File: src/rtl/rx_packet_dispatch.sv
// rx_packet_dispatch
//   Receive-side classifier for decoded 8b10b symbols. Control commas become
//   one-cycle write strobes toward the TX arbitration queues. START/DATA/END
//   framing is tracked by a state machine. Payload flits are staged in a
//   commit/rollback FIFO, so downstream only ever sees complete, well-formed
//   packets.
// Ports
//   CLK, nRST             clock; asynchronous active-low reset
//   sym_valid             decoded symbol present this cycle
//   sym_is_comma          1 = comma (sym_comma_sel / sym_header), 0 = data flit
//   sym_comma_sel         comma type
//   sym_header            header byte carried with a comma
//   sym_data              data flit
//   flit_out              head of committed FIFO data (0 when nothing committed)
//   flit_out_valid        committed flit available
//   flit_out_ready        downstream pop
//   pkt_done, pkt_err     one-cycle pulses: packet committed / packet discarded
//   *_write               TX queue strobes, one cycle after the comma is accepted
//   rx_header             header qualifying any strobe in the same cycle
//   fifo_count            number of committed, unread flits

package phy_types_pkg;
  typedef enum logic [3:0] {
    COMMA_START          = 4'd0,
    COMMA_END            = 4'd1,
    COMMA_GRTCRED0       = 4'd2,
    COMMA_GRTCRED1       = 4'd3,
    COMMA_BAUD           = 4'd4,
    COMMA_REQ_CTRL_BAUD  = 4'd5,
    COMMA_GRT_CTRL_BAUD  = 4'd6,
    COMMA_NACK_CTRL_BAUD = 4'd7,
    COMMA_ACK            = 4'd8
  } comma_sel_t;
endpackage

module rx_packet_dispatch
  import phy_types_pkg::*;
#(
  parameter int FIFO_DEPTH = 16,
  parameter int FLIT_W     = 32
) (
  input  logic                          CLK,
  input  logic                          nRST,
  input  logic                          sym_valid,
  input  logic                          sym_is_comma,
  input  comma_sel_t                    sym_comma_sel,
  input  logic [7:0]                    sym_header,
  input  logic [FLIT_W-1:0]             sym_data,
  output logic [FLIT_W-1:0]             flit_out,
  output logic                          flit_out_valid,
  input  logic                          flit_out_ready,
  output logic                          pkt_done,
  output logic                          pkt_err,
  output logic                          ack_write,
  output logic                          nack_baud_write,
  output logic                          grtcred0_write,
  output logic                          grtcred1_write,
  output logic                          baud_comma_write,
  output logic                          req_ctrl_comma_write,
  output logic                          grt_ctrl_comma_write,
  output logic [7:0]                    rx_header,
  output logic [$clog2(FIFO_DEPTH):0]   fifo_count
);

  localparam int AW    = $clog2(FIFO_DEPTH);
  localparam int PTR_W = AW + 1;
  localparam logic [PTR_W-1:0] DEPTH_P = PTR_W'(FIFO_DEPTH);

  typedef enum logic [2:0] {IDLE, HEADER, PAYLOAD, WAIT_END, DROP} state_t;

  state_t                 state;
  logic [PTR_W-1:0]       wr_ptr, commit_ptr, rd_ptr;
  logic [8:0]             len, cnt;
  logic [FLIT_W-1:0]      mem [FIFO_DEPTH];

  logic                   is_data, full, push, pop;
  logic [8:0]             first_len;

  // Expected packet length is carried in the low 9 bits of the first flit.
  assign first_len = sym_data[8:0];

  assign is_data = sym_valid && !sym_is_comma;
  // Occupancy includes speculative flits and is taken before this cycle's pop.
  assign full    = (wr_ptr - rd_ptr) == DEPTH_P;
  assign push    = is_data && (state == HEADER || state == PAYLOAD) && !full;

  assign flit_out_valid = (commit_ptr != rd_ptr);
  assign pop            = flit_out_valid && flit_out_ready;
  assign flit_out       = flit_out_valid ? mem[rd_ptr[AW-1:0]] : '0;
  assign fifo_count     = commit_ptr - rd_ptr;

  // ---- stage boundary: flit storage (data path, not reset) ----
  always_ff @(posedge CLK) begin
    if (push) mem[wr_ptr[AW-1:0]] <= sym_data;
  end

  // ---- stage boundary: framing FSM, pointers and registered strobes ----
  always_ff @(posedge CLK or negedge nRST) begin
    if (!nRST) begin
      state                <= IDLE;
      wr_ptr               <= '0;
      commit_ptr           <= '0;
      rd_ptr               <= '0;
      len                  <= '0;
      cnt                  <= '0;
      pkt_done             <= 1'b0;
      pkt_err              <= 1'b0;
      ack_write            <= 1'b0;
      nack_baud_write      <= 1'b0;
      grtcred0_write       <= 1'b0;
      grtcred1_write       <= 1'b0;
      baud_comma_write     <= 1'b0;
      req_ctrl_comma_write <= 1'b0;
      grt_ctrl_comma_write <= 1'b0;
      rx_header            <= '0;
    end else begin
      pkt_done             <= 1'b0;
      pkt_err              <= 1'b0;
      ack_write            <= 1'b0;
      nack_baud_write      <= 1'b0;
      grtcred0_write       <= 1'b0;
      grtcred1_write       <= 1'b0;
      baud_comma_write     <= 1'b0;
      req_ctrl_comma_write <= 1'b0;
      grt_ctrl_comma_write <= 1'b0;
      rx_header            <= '0;

      if (pop)  rd_ptr <= rd_ptr + 1'b1;
      if (push) wr_ptr <= wr_ptr + 1'b1;

      if (sym_valid && sym_is_comma) begin
        unique case (sym_comma_sel)
          COMMA_GRTCRED0:       begin grtcred0_write       <= 1'b1; rx_header <= sym_header; end
          COMMA_GRTCRED1:       begin grtcred1_write       <= 1'b1; rx_header <= sym_header; end
          COMMA_BAUD:           begin baud_comma_write     <= 1'b1; rx_header <= sym_header; end
          COMMA_REQ_CTRL_BAUD:  begin req_ctrl_comma_write <= 1'b1; rx_header <= sym_header; end
          COMMA_GRT_CTRL_BAUD:  begin grt_ctrl_comma_write <= 1'b1; rx_header <= sym_header; end
          COMMA_NACK_CTRL_BAUD: begin nack_baud_write      <= 1'b1; rx_header <= sym_header; end
          COMMA_ACK:            begin ack_write            <= 1'b1; rx_header <= sym_header; end
          COMMA_START: begin
            // A START inside a packet abandons it; the new packet begins at once.
            if (state != IDLE) begin
              wr_ptr          <= commit_ptr;
              pkt_err         <= 1'b1;
              nack_baud_write <= 1'b1;
            end
            state <= HEADER;
          end
          COMMA_END: begin
            rx_header <= sym_header;
            if (state == WAIT_END) begin
              commit_ptr <= wr_ptr;
              ack_write  <= 1'b1;
              pkt_done   <= 1'b1;
            end else begin
              wr_ptr          <= commit_ptr;
              pkt_err         <= 1'b1;
              nack_baud_write <= 1'b1;
            end
            state <= IDLE;
          end
          default: ;
        endcase
      end else if (is_data) begin
        unique case (state)
          IDLE: pkt_err <= 1'b1;
          HEADER: begin
            if (full) begin
              wr_ptr <= commit_ptr;
              state  <= DROP;
            end else begin
              len   <= first_len;
              cnt   <= 9'd1;
              state <= (first_len == 9'd1) ? WAIT_END : PAYLOAD;
            end
          end
          PAYLOAD: begin
            if (full) begin
              wr_ptr <= commit_ptr;
              state  <= DROP;
            end else begin
              cnt <= cnt + 9'd1;
              if (cnt + 9'd1 == len) state <= WAIT_END;
            end
          end
          WAIT_END: begin
            // Too many flits: drop the packet, the nack goes out with END.
            wr_ptr <= commit_ptr;
            state  <= DROP;
          end
          DROP: ;
          default: state <= IDLE;
        endcase
      end
    end
  end

endmodule

File: config.mk
export PLATFORM = sky130hd
export DESIGN_NAME = rx_packet_dispatch
export DESIGN_NICKNAME = d
export VERILOG_FILES = /design/src/rtl/rx_packet_dispatch.sv
export SDC_FILE = /design/constraint.sdc
export NUM_CORES = 1
export LEC_CHECK = 0
export ABC_AREA = 1
export CAP_MARGIN = 10
export CORE_UTILIZATION = 60
export CTS_CLUSTER_DIAMETER = 200
export CTS_CLUSTER_SIZE = 25
export DETAILED_ROUTE_END_ITERATION = 12
export GPL_TIMING_DRIVEN = 0
export HOLD_SLACK_MARGIN = 0.15
export PLACE_DENSITY = 0.79
export SLEW_MARGIN = 20
export SYNTH_ARGS = -nofsm -noshare
export SYNTH_HDL_FRONTEND = slang
export SYNTH_SLANG_ARGS = --single-unit
File: constraint.sdc
create_clock -name CLK -period 4.9 [get_ports CLK]
set_clock_uncertainty 0.1 [all_clocks]
set_input_delay 0.735 -clock CLK [delete_from_list [all_inputs] [get_ports CLK]]
set_output_delay 0.735 -clock CLK [all_outputs]
set_load 0.005 [all_outputs]
After elaboration in Yosys (flattened, before gate mapping). Memory sizes are Yosys's and may differ from the RTL's. Index checks and enable logic that the tools add are counted.

Add/sub/neg operators: 5. Equality and inequality tests: 21. Muxes and demuxes: 47. Bitwise gates (word level): 2. Reductions and logical operators: 20.

Operator list (number): $mux 32 (1); $mux 5 (6); $mux 1 (23); $pmux 5 s2 (2); $mux 9 (2); $pmux 9 s2 (1); $eq 4x3->1 const B (4); $mux 8 (2); $mux 3 (5); $pmux 3 s4 (1); $add 5x1->5 const B (2); $sub 5x5->5 (2); $add 9x1->9 const B (1); $eq 9x1->1 const B (1); $eq 9x9->1 (1); $eq 4x2->1 const B (2); $reduce_and 4->1 (2); $reduce_or 8->1 (1); $eq 3x2->1 const B (2); $pmux 3 s2 (1); $eq 5x5->1 const B (1); $logic_and 1x1->1 (5); $ne 5x5->1 (1); $reduce_and 5->1 (1); 19 further kinds (25).

Bits in registers: 53. Bits in writable memories: 512. Input bits: 49. Output and inout bits: 55. Memories: 1.

Memories: mem (words 16, width 32, rd ports 1, clocked after Yosys merged registers in 0, wr ports 1, RTL line 74) `logic [FLIT_W-1:0] mem [FIFO_DEPTH];`.

Depth between registers and ports, before layout. Gate-level depths: netlist of run 1.

Word-level depth: 9. Gate-level depth with buffers: 18. Mapped depth without buffers: 16.

Worst setup path before layout of run 1. OpenSTA, ideal clock, no wires.

Path type: register to register. From: register rd_ptr[2]. To: memory mem[0][0], enable pin. Library setup time: 0.421 ns. Data arrival time: 3.517 ns. Data required time: 4.379 ns. Path slack: 0.862 ns. Cell stages (with the launch flop): 16. Clock period less this slack: 4.038 ns. Cell sequence: dfrtp_1 -> buf_2 -> clkinv_1 -> clkbuf_1 -> ha_1 -> a21oi_1 -> nand2_1 -> nand2_1 -> nand2_1 -> nand2_1 -> nand2_1 -> nand2_4 -> nand2_2 -> inv_2 -> nand2_1 -> nor2_1.

Longest elaborated chain between the ends: 6.

RTL lines: start: declaration (RTL line 72) `logic [PTR_W-1:0] wr_ptr, commit_ptr, rd_ptr;`; start signal: assignment (RTL line 128) `if (pop) rd_ptr <= rd_ptr + 1'b1;`; $sub 5x5->5 (RTL line 84) `assign full = (wr_ptr - rd_ptr) == DEPTH_P;`; $eq 5x5->1 (RTL line 84); $logic_not 1->1 (RTL line 85) `assign push = is_data && (state == HEADER || state == PAYLOAD) && !full;`; $logic_and 1x1->1 (RTL line 85); $mux 1 (RTL line 94) `if (push) mem[wr_ptr[AW-1:0]] <= sym_data;`; $mux 1 (implied by the code) (RTL line 94); end: declaration (RTL line 74).

Every way passes these cells.

Worst setup path in the final report of run 1.
From: register rd_ptr[0]. To: output flit_out[31].

Longest elaborated chain between the ends: 2. Elaborated cells between the ends (all ways): 3. Classes of those cells: eq/ne (1); mux (1); memory (1).

RTL lines: $mem_v2 16x32 / $ne 5x5->1 (equally long branches); $mux 32 (*) (RTL line 89) `assign flit_out = flit_out_valid ? mem[rd_ptr[AW-1:0]] : '0;`; end: declaration (RTL line 49) `output logic [FLIT_W-1:0] flit_out,`.

Mark *: on every way between the ends. The rest lies on a longest branch, timed or not.

==> summary by stage, run 1 <==
Run status
The run finished with clean final reports.

Placed design
The HPWL after detailed placement is 43940 um. The count of buffers added on input and output ports is 103. At the end of routability-driven placement, the weighted congestion stood at 0.9007. The total placed cells including tap cells is 2462. At the placement stage, the worst setup path has a slack of -0.07251 ns.

Setup path
The reg-to-reg endpoint is mem[4][16]. The cell at the slowest stage of the critical path is sky130_fd_sc_hd__clkdlybuf4s50_1. The path type of the worst setup path is reg2out. The type of element capturing the critical path is an output pin. The worst register-to-register path begins at rd_ptr[2]. The critical path contains buffers and inverters numbering 5 combined. STA classifies the critical path startpoint as a register. For flop-to-flop paths, the worst setup slack is 0.65 ns. Measured in cells, the most critical reg-to-reg path has a length of 16. For the worst setup path, the data required time is 4.07 ns. Walking the worst path, the cells encountered are buf_6 > inv_2 > buf_4 > clkbuf_1 > o21ai_0 > o22ai_1 > nand2_1 > a31oi_1 > clkdlybuf4s50_1.

The largest stage delay on the critical path is slightly above 0.6 ns. Along the worst path, the maximum fanout reaches 10. The cell family contributing the most delay on the critical path is buffers and inverters.

The arrival time of data at the critical path endpoint is roughly 4 ns.

Pwr
VDD sags by at most about 350 uV. The leakage power is between 8 and 9 nW. The areal power density over the cells is 540.7 mW/mm^2.

Route
Dividing the detail-routed via count by the number of cells gives 6.550. The final wirelength is 65420 um. After detailed routing, the number of remaining DRC violations is 0.

The first routing iteration left 2311 violations. In this run the remaining antenna-violating nets after routing total 0. The detailed router placed 16400 vias in this run. The count of TritonRoute iterations in the first routing pass is 8. The per-cell routed wire length is 26.12 um.

Worst hold path
The min-delay analysis places its worst path in the category reg2reg. For hold timing, the worst endpoint is commit_ptr[0]. In this run the most critical hold path is launched from commit_ptr[0]. Counting instances, the worst hold path has a depth of 2.

Layout
The multi-input combinational cells in the finished layout cover a total of 0.005608 sq mm. Leaving out fill and tap cells, the most frequent cell in the layout is sky130_fd_sc_hd__edfxtp_1. The post-layout net count is 2046.

The fraction of final layout cells sized beyond drive strength 1 is 0.07337. The library cells used most frequently in the layout, excluding fill and tap cells, are 512 x sky130_fd_sc_hd__edfxtp_1, 308 x sky130_fd_sc_hd__nor2_1, 268 x sky130_fd_sc_hd__o21ai_0, 177 x sky130_fd_sc_hd__nand2_1, 102 x sky130_fd_sc_hd__clkdlybuf4s50_1. The number of fill cells in the layout is 2576.

After the flow finishes, the layout carries non-filler instances totaling 2504. The layout-stage area growth over the synthesis result is 13.29%. Summing all flip-flop and latch instances after layout gives about 0.017 sq mm.

Logic synthesis
The synthesis warning total is 0. After synthesis, the mean cell area works out to roughly 13 sq um. The dominant synthesized flop cell is sky130_fd_sc_hd__edfxtp_1.

The number of enable-type register cells in the synthesized netlist is 512. The net count of the mapped netlist is 1892. The number of library cell types mapped by synthesis is 43. The share of async-settable or async-resettable flops after synthesis is 0.09381. Synthesis produced a netlist whose cell count is approximately 1800. The area of the mapped netlist is 0.02291 sq mm. Of the synthesized area, sequential elements account for 0.7289.

The synthesis-stage register bit count is 565.

Job
The number of max-cap violations is 0.

Timing
The worst path meets setup with 0.05037 ns of slack. Derived from the worst setup path, the maximum achievable clock frequency is slightly above 200 MHz. The total negative setup slack is 0 ns. The post-route fraction of the period consumed by the critical path is 0.9897. For the finished layout, the period the worst path requires is 4.850 ns. The total count of max-transition violations in the final report is 0. Setup repair after global routing could not meet its margin everywhere.

The number of hold violations in the final report was 0. Setup violations remaining at the end of the flow were counted as 0. Headroom to the max-slew limit came out at 0.4021. The transition time of the tightest slew-check pin is 0.8968 ns.

Clock tree
The number of clock sinks is 565. In this run the number of H-tree levels came out at 1. The tree is rooted in a sky130_fd_sc_hd__clkbuf_16.

The number of CTS-inserted buffers is 26. The buffer depth of the longest clock path is 3. The clock transition at the register clock pins on the worst setup and hold paths after CTS is approximately 0.10 ns. The clock reaches the later pin of the worst-skew pair after 0.57 ns. The clock tree from TritonCTS is built.

Floorplanning
The total number of placement rows is about 70. The core region area is 0.03767 sq mm. The die covers 0.03897 sq mm. The initial cell density of the core is 0.6083.

In this run the horizontal extent of the chip is 197.4 um. The vertical die dimension is ~200 um. The I/O pin total is 104.

GRT
The first global-routing pass estimated 95670 um of wire. The met3 capacity usage during global routing is 0.08622. The met2 capacity usage during global routing is 0.5363.

After global routing the overflow that remains totals 0. The number of global-route vias before repair came to about 16000. The global routing met1 resource utilization is 0.4421.

Entering global routing, the biggest net connects 54 pins. The routing layer with the top usage in global route is met2. For this run, the total global-route usage over all layers was measured as 0.3385. The number of antenna violations at the first check in global routing is 3.
logic make-up after synthesis:
| family | after synthesis | share of synthesized area |
|---|---|---|
| flip-flops | 565 | 0.7289 |
| AO/OA/AOI/OAI | 479 | 0.1212 |
| buffers and inverters | 171 | 0.03156 |
| adder cells (fa/ha/maj) | 15 | 0.008519 |
| AND/OR/NAND/NOR | 583 | 0.1038 |
| XOR/XNOR | 12 | 0.004587 |
| multiplexers | 3 | 0.001474 |
worst max-delay path by stage:
stage | startpoint | endpoint | slack, ns | cells after the start
after floorplan | rd_ptr[2] | mem[0][0] | 0.86 | 15
after global placement | rd_ptr[1] | mem[8][19] | -1.72 | 15
after detailed placement | rd_ptr[2] | flit_out[30] | -0.07 | 9
after CTS | rd_ptr[2] | flit_out[28] | 0.007 | 11
after global routing | rd_ptr[2] | flit_out[29] | -0.03 | 11
final | rd_ptr[0] | flit_out[31] | 0.05 | 9
metrics by stage:
| stage | area, sq um | utilization | power, mW | hold WS [ns] |
|---|---|---|---|---|
| floorplan | 22910 | - | 8.758 | 0.3394 |
| global placement | 24580 | 0.6527 | 11.23 | 0.3916 |
| detailed placement | 25190 | 0.6688 | 11.49 | 0.4033 |
| CTS | 25940 | 0.6888 | 13.82 | 0.4306 |
| global route | 25960 | 0.6891 | 14.51 | 0.4615 |
| finish | 25960 | 0.6892 | 14.03 | 0.4386 |
what timing repair did:
item                                   CTS  global route
hold buffers                             1             0
buffers inserted                         3             0
setup endpoints to repair               33            13
pin swaps                                1             0
gates cloned                             0             0
gates resized for setup                  7             5
endpoints found under the hold margin   53             0
flip-flops by register name (all words and copies together), names as in the netlist:
signal                flops
ack_write                 1
baud_comma_write          1
cnt                       9
commit_ptr                5
grt_ctrl_comma_write      1
grtcred0_write            1
grtcred1_write            1
len                       9
mem                     512
nack_baud_write           1
pkt_done                  1
pkt_err                   1
rd_ptr                    5
req_ctrl_comma_write      1
rx_header                 8
state                     3
wr_ptr                    5
layer usage:
layer,up-vias,share of wire
met5,-,0.00018
met4,2,0.046
met3,221,0.13
met2,1278,0.47
met1,7916,0.35
li1,6984,-
cells in the mapped netlist, types with 2 or more instances:
master	instances	area (sq um)
sky130_fd_sc_hd__buf_1	2	7.510
sky130_fd_sc_hd__buf_2	33	165.2
sky130_fd_sc_hd__clkinv_1	3	11.26
sky130_fd_sc_hd__edfxtp_1	512	15370
sky130_fd_sc_hd__nor2_4	3	33.78
sky130_fd_sc_hd__dfrtp_1	53	1326
sky130_fd_sc_hd__inv_1	54	202.7
sky130_fd_sc_hd__buf_4	4	30.03
sky130_fd_sc_hd__xnor2_1	3	26.28
sky130_fd_sc_hd__nand3_1	54	270.3
sky130_fd_sc_hd__ha_1	14	175.2
sky130_fd_sc_hd__mux2_2	3	33.78
sky130_fd_sc_hd__nand2_1	177	664.4
sky130_fd_sc_hd__nand2_2	6	37.54
sky130_fd_sc_hd__nor2_1	323	1212
sky130_fd_sc_hd__a31oi_1	32	200.2
sky130_fd_sc_hd__xor2_1	9	78.83
sky130_fd_sc_hd__buf_6	3	33.78
sky130_fd_sc_hd__nor2_2	2	12.51
sky130_fd_sc_hd__clkbuf_2	2	10.01
sky130_fd_sc_hd__o21ai_1	10	50.05
sky130_fd_sc_hd__o22ai_1	81	506.7
sky130_fd_sc_hd__clkbuf_1	64	240.2
sky130_fd_sc_hd__or2_2	2	12.51
sky130_fd_sc_hd__nand3b_1	4	30.03
sky130_fd_sc_hd__o21ai_0	268	1341
sky130_fd_sc_hd__a21oi_1	19	95.09
sky130_fd_sc_hd__nor3_1	3	15.01
sky130_fd_sc_hd__o211ai_1	15	112.6
sky130_fd_sc_hd__inv_2	6	22.52
sky130_fd_sc_hd__nand4_1	4	25.02
sky130_fd_sc_hd__o221ai_1	49	429.2
tightest hold or removal path, stage by stage (launching register included):
cell and delay [ns]:
sky130_fd_sc_hd__dfrtp_1 0.38, sky130_fd_sc_hd__nand2_1 0.06, sky130_fd_sc_hd__o21ai_0 0.07
cell type report:
cell class                 count  share of cell area
buffer                       107             0.01909
clock buffer                  34             0.02622
multi-input combinational   1092              0.2160
timing repair buffer         127             0.06006
sequential                   565              0.6434
antenna                        3           0.0002892
tap                          511             0.02463
inverter                      63            0.009254
clock inverter                 2            0.001060
power by group:
group | internal [mW] | total, mW | switching, mW
combinational | 1.99 | 6.04 | 4.05
clock | 0.987 | 2.41 | 1.43
sequential | 5.43 | 5.59 | 0.152
total | 8.41 | 14.0 | 5.63
No activity file was read; power rests on OpenSTA's default activity.
==> inputs of run 2 (changes only) <==
--- a/config.mk
+++ b/config.mk
@@ -8,6 +8,7 @@
 export ABC_AREA = 1
 export CAP_MARGIN = 10
 export CORE_UTILIZATION = 60
+export CTS_BUF_LIST = sky130_fd_sc_hd__clkbuf_16
 export CTS_CLUSTER_DIAMETER = 200
 export CTS_CLUSTER_SIZE = 25
 export DETAILED_ROUTE_END_ITERATION = 12
==> run 2 against run 1 <==
Die area unchanged. Final cell count unchanged. Via count increased by 0.27%. Register-to-register slack improved by 0.02 ns. Sequential power about the same. Wire length decreased by 0.20%. Clock power about the same. Non-clock buffer count unchanged. Sequential share of layout area unchanged. Sequential cell count unchanged. Hold slack got worse by 0.0088 ns. First-iteration DRC count decreased by 2.2%. Critical path type unchanged. Largest power group unchanged.
==> summary by stage, run 2 (synthesized netlist as in run 1, its figures left out) <==
Timing
Setup repair after global routing could not meet its margin everywhere. The worst path needs 4.871 ns of the cycle, external delays included. The total count of max-transition violations in the final report is 0.

Once routing completed, OpenROAD measured the worst setup slack at 0.02882 ns. Dividing the final minimum period by the clock period gives 0.9941. The total negative setup slack is 0 ns.

The normalized max-slew margin is 0.3949. The number of hold violations in the final report was 0. The transition time of the tightest slew-check pin is 0.9048 ns. Setup violations remaining at the end of the flow were counted as 0.

The worst slack on hold paths is 0.4297 ns. Timing would allow up to between 200 and 250 MHz.

Placed design
The count of input and output buffers is 103. Before CTS, the worst setup slack after placement is -0.07251 ns. Once detailed placement completed, the half-perimeter wirelength came to 43940 um. Including well taps, the total number of placed cells is 2462. The congestion estimate from routability-driven global placement came to 0.9007.

Route
The number of routed nets with antenna violations is 0. The total number of vias is 16450. The DRC violation count after routing is 0. The routed design has 65280 um of wire. The violation count after the first detailed-routing iteration is 2261. Dividing the detail-routed wire length by the instance count gives 26.07 um.

Dividing the detail-routed via count by the number of cells gives 6.567. The count of TritonRoute iterations in the first routing pass is 6.

Pwr
The switching part of the total power is 0.4011. In this run the power spent charging and discharging nets is 5.619 mW. The share of total power dissipated in sequential elements is 0.399. The maximum vdd ir drop is 351.5 uV. Of the total power, combinational logic draws 0.430.

The share of total power dissipated in the clock network is 0.171. The leakage power is between 8 and 9 nW. For this design the ratio of total power to cell area is 539.7 mW/mm^2.

The cell-internal power is 8.390 mW.

Clock tree
In this run the clock root is driven by a sky130_fd_sc_hd__clkbuf_16. At the later pin of the worst-skew pair, clock insertion delay measures about 0.58 ns. The clock tree from TritonCTS is built.

The number of CTS-inserted buffers is 26. After clock tree synthesis, the clock-pin slew on the worst setup and hold paths is 0.10 ns. In this run the number of H-tree levels came out at 1. For this design, the sink count on the clock tree is 565.

In this run the deepest clock path goes through 3 buffers.

Worst hold path
The hold path startpoint is commit_ptr[0]. The worst hold path passes through 2 cells. The worst hold-check path type is reg2reg. For hold timing, the worst endpoint is commit_ptr[0].

GRT
The number of antenna violations at the first check in global routing is 3. The first global-routing pass estimated 95680 um of wire. Entering global routing, the biggest net connects 54 pins. The sum of overflow across all layers after global routing is 0. The number of global-route vias before repair is around 16000. The total global-route track usage is 0.3386.

Layout
The fraction of final layout cells sized beyond drive strength 1 is 0.07337. Relative to the synthesized area, the layout overhead comes to 13.29%. The count of cells in the finished layout, fillers not included, comes to 2504. The register with the most flip-flops in the layout has 512 of them.

Leaving out fill and tap cells, the most frequent cell in the layout is sky130_fd_sc_hd__edfxtp_1. The post-layout net count is 2046. In the layout the commonest cells are 512 x sky130_fd_sc_hd__edfxtp_1, 308 x sky130_fd_sc_hd__nor2_1, 268 x sky130_fd_sc_hd__o21ai_0, 177 x sky130_fd_sc_hd__nand2_1, 102 x sky130_fd_sc_hd__clkdlybuf4s50_1.

Setup path
The depth of the most critical reg-to-reg path is 17. For this design, the slowest cell found on the critical path is sky130_fd_sc_hd__clkdlybuf4s50_1. The type of element capturing the critical path is an output pin. The highest net fanout along the worst path is 11. Traced cell by cell, the critical path runs through buf_2 > clkinvlp_4 > clkbuf_4 > ha_1 > nand2_1 > nor4_4 > buf_4 > buf_4 > clkbuf_2 > a31oi_1 > clkdlybuf4s50_1. The largest stage delay on the critical path is 0.65 ns. The startpoint identified for the worst register-to-register timing path is rd_ptr[2]. The worst setup path is launched from a register.

By instance count, the cell type seen most on the critical path is sky130_fd_sc_hd__buf_4. STA puts the critical path data arrival time at between 4 and 5 ns. For flop-to-flop paths, the worst setup slack is 0.67 ns.

For the worst setup path, the data required time is 4.07 ns. The reg-to-reg endpoint is mem[8][4]. The critical path is of the reg2out type.

Floorplanning
For this configuration, the core starts out at a cell density of 0.6083. The overall die area is about 0.04 sq mm. The core region area is approximately 0.038 sq mm. The width of the die is between 150 and 200 um. The total number of placement rows is 71. In this run the count of I/O pins placed on the die edge is 104.

The vertical die dimension is 197.4 um.

Job
The tool flagged a number of max-cap violations equal to 0.

Run status
The flow ran to the end, and the final reports show no timing, DRC or antenna violations.
[run 2: changes by cell type in the layout (fill, tap and decap cells not counted)]
cell	change
sky130_fd_sc_hd__clkbuf_1	-8
sky130_fd_sc_hd__inv_1	+8
[run 2: routing by layer]
metal,global-route usage,vias up,part of all wire
li1,-,6986,-
met1,0.4422,7945,0.35
met2,0.5363,1288,0.47
met3,0.08622,224,0.13
met4,0.1582,2,0.046
met5,0,-,0.00018
[run 2: worst max-delay path by stage]
stage,from,endpoint,slack (ns),depth (start not counted)
global route,rd_ptr[2],flit_out[29],-0.03,11
finish,rd_ptr[2],flit_out[28],0.03,11
floorplan,rd_ptr[2],mem[0][0],0.86,15
global placement,rd_ptr[1],mem[8][19],-1.72,15
CTS,rd_ptr[2],flit_out[28],0.006,11
detailed placement,rd_ptr[2],flit_out[30],-0.07,9
[run 2: worst max-delay path, delay by kind of cell (launching register included)]
family	cells	cell delay [ns]
buffers and inverters	7	2.05
AO/OA/AOI/OAI	1	0.46
adder cells (fa/ha/maj)	1	0.38
flip-flops	1	0.33
AND/OR/NAND/NOR	2	0.22
[run 2: stage by stage]
step	instance area [sq um]	power (mW)	utilization
3_3_place_gp	24580	11.23	0.6527
6_report	25960	14.01	0.6892
2_1_floorplan	22910	8.758	-
4_1_cts	25940	13.80	0.6888
5_1_grt	25960	14.50	0.6891
3_5_place_dp	25190	11.49	0.6688
[run 2: what timing repair did]
item                                   in CTS  in global routing
setup endpoints to repair                  33                 13
buffers inserted                            3                  0
endpoints found under the hold margin      53                  0
pin swaps                                   1                  0
cloned                                      0                  0
gates resized for setup                     7                  5
hold buffers                                1                  0
[run 2: area by class of cell]
class                      instances  area [sq um]
sequential                       565         16700
buffer                           107         495.5
clock buffer                      26         650.6
clock inverter                    10         57.56
inverter                          63         240.2
fill                            2576         11710
multi-input combinational       1092          5608
tap                              511         639.4
antenna                            3         7.507
timing repair buffer             127          1559
[run 2: power groups by stage]
stage	combinational [mW]	sequential, mW	clock (mW)
floorplan	3.12	5.64	0
global placement	5.54	5.68	0
detailed placement	5.80	5.69	0
CTS	5.86	5.58	2.36
global route	6.39	5.61	2.50
finish	6.03	5.59	2.39
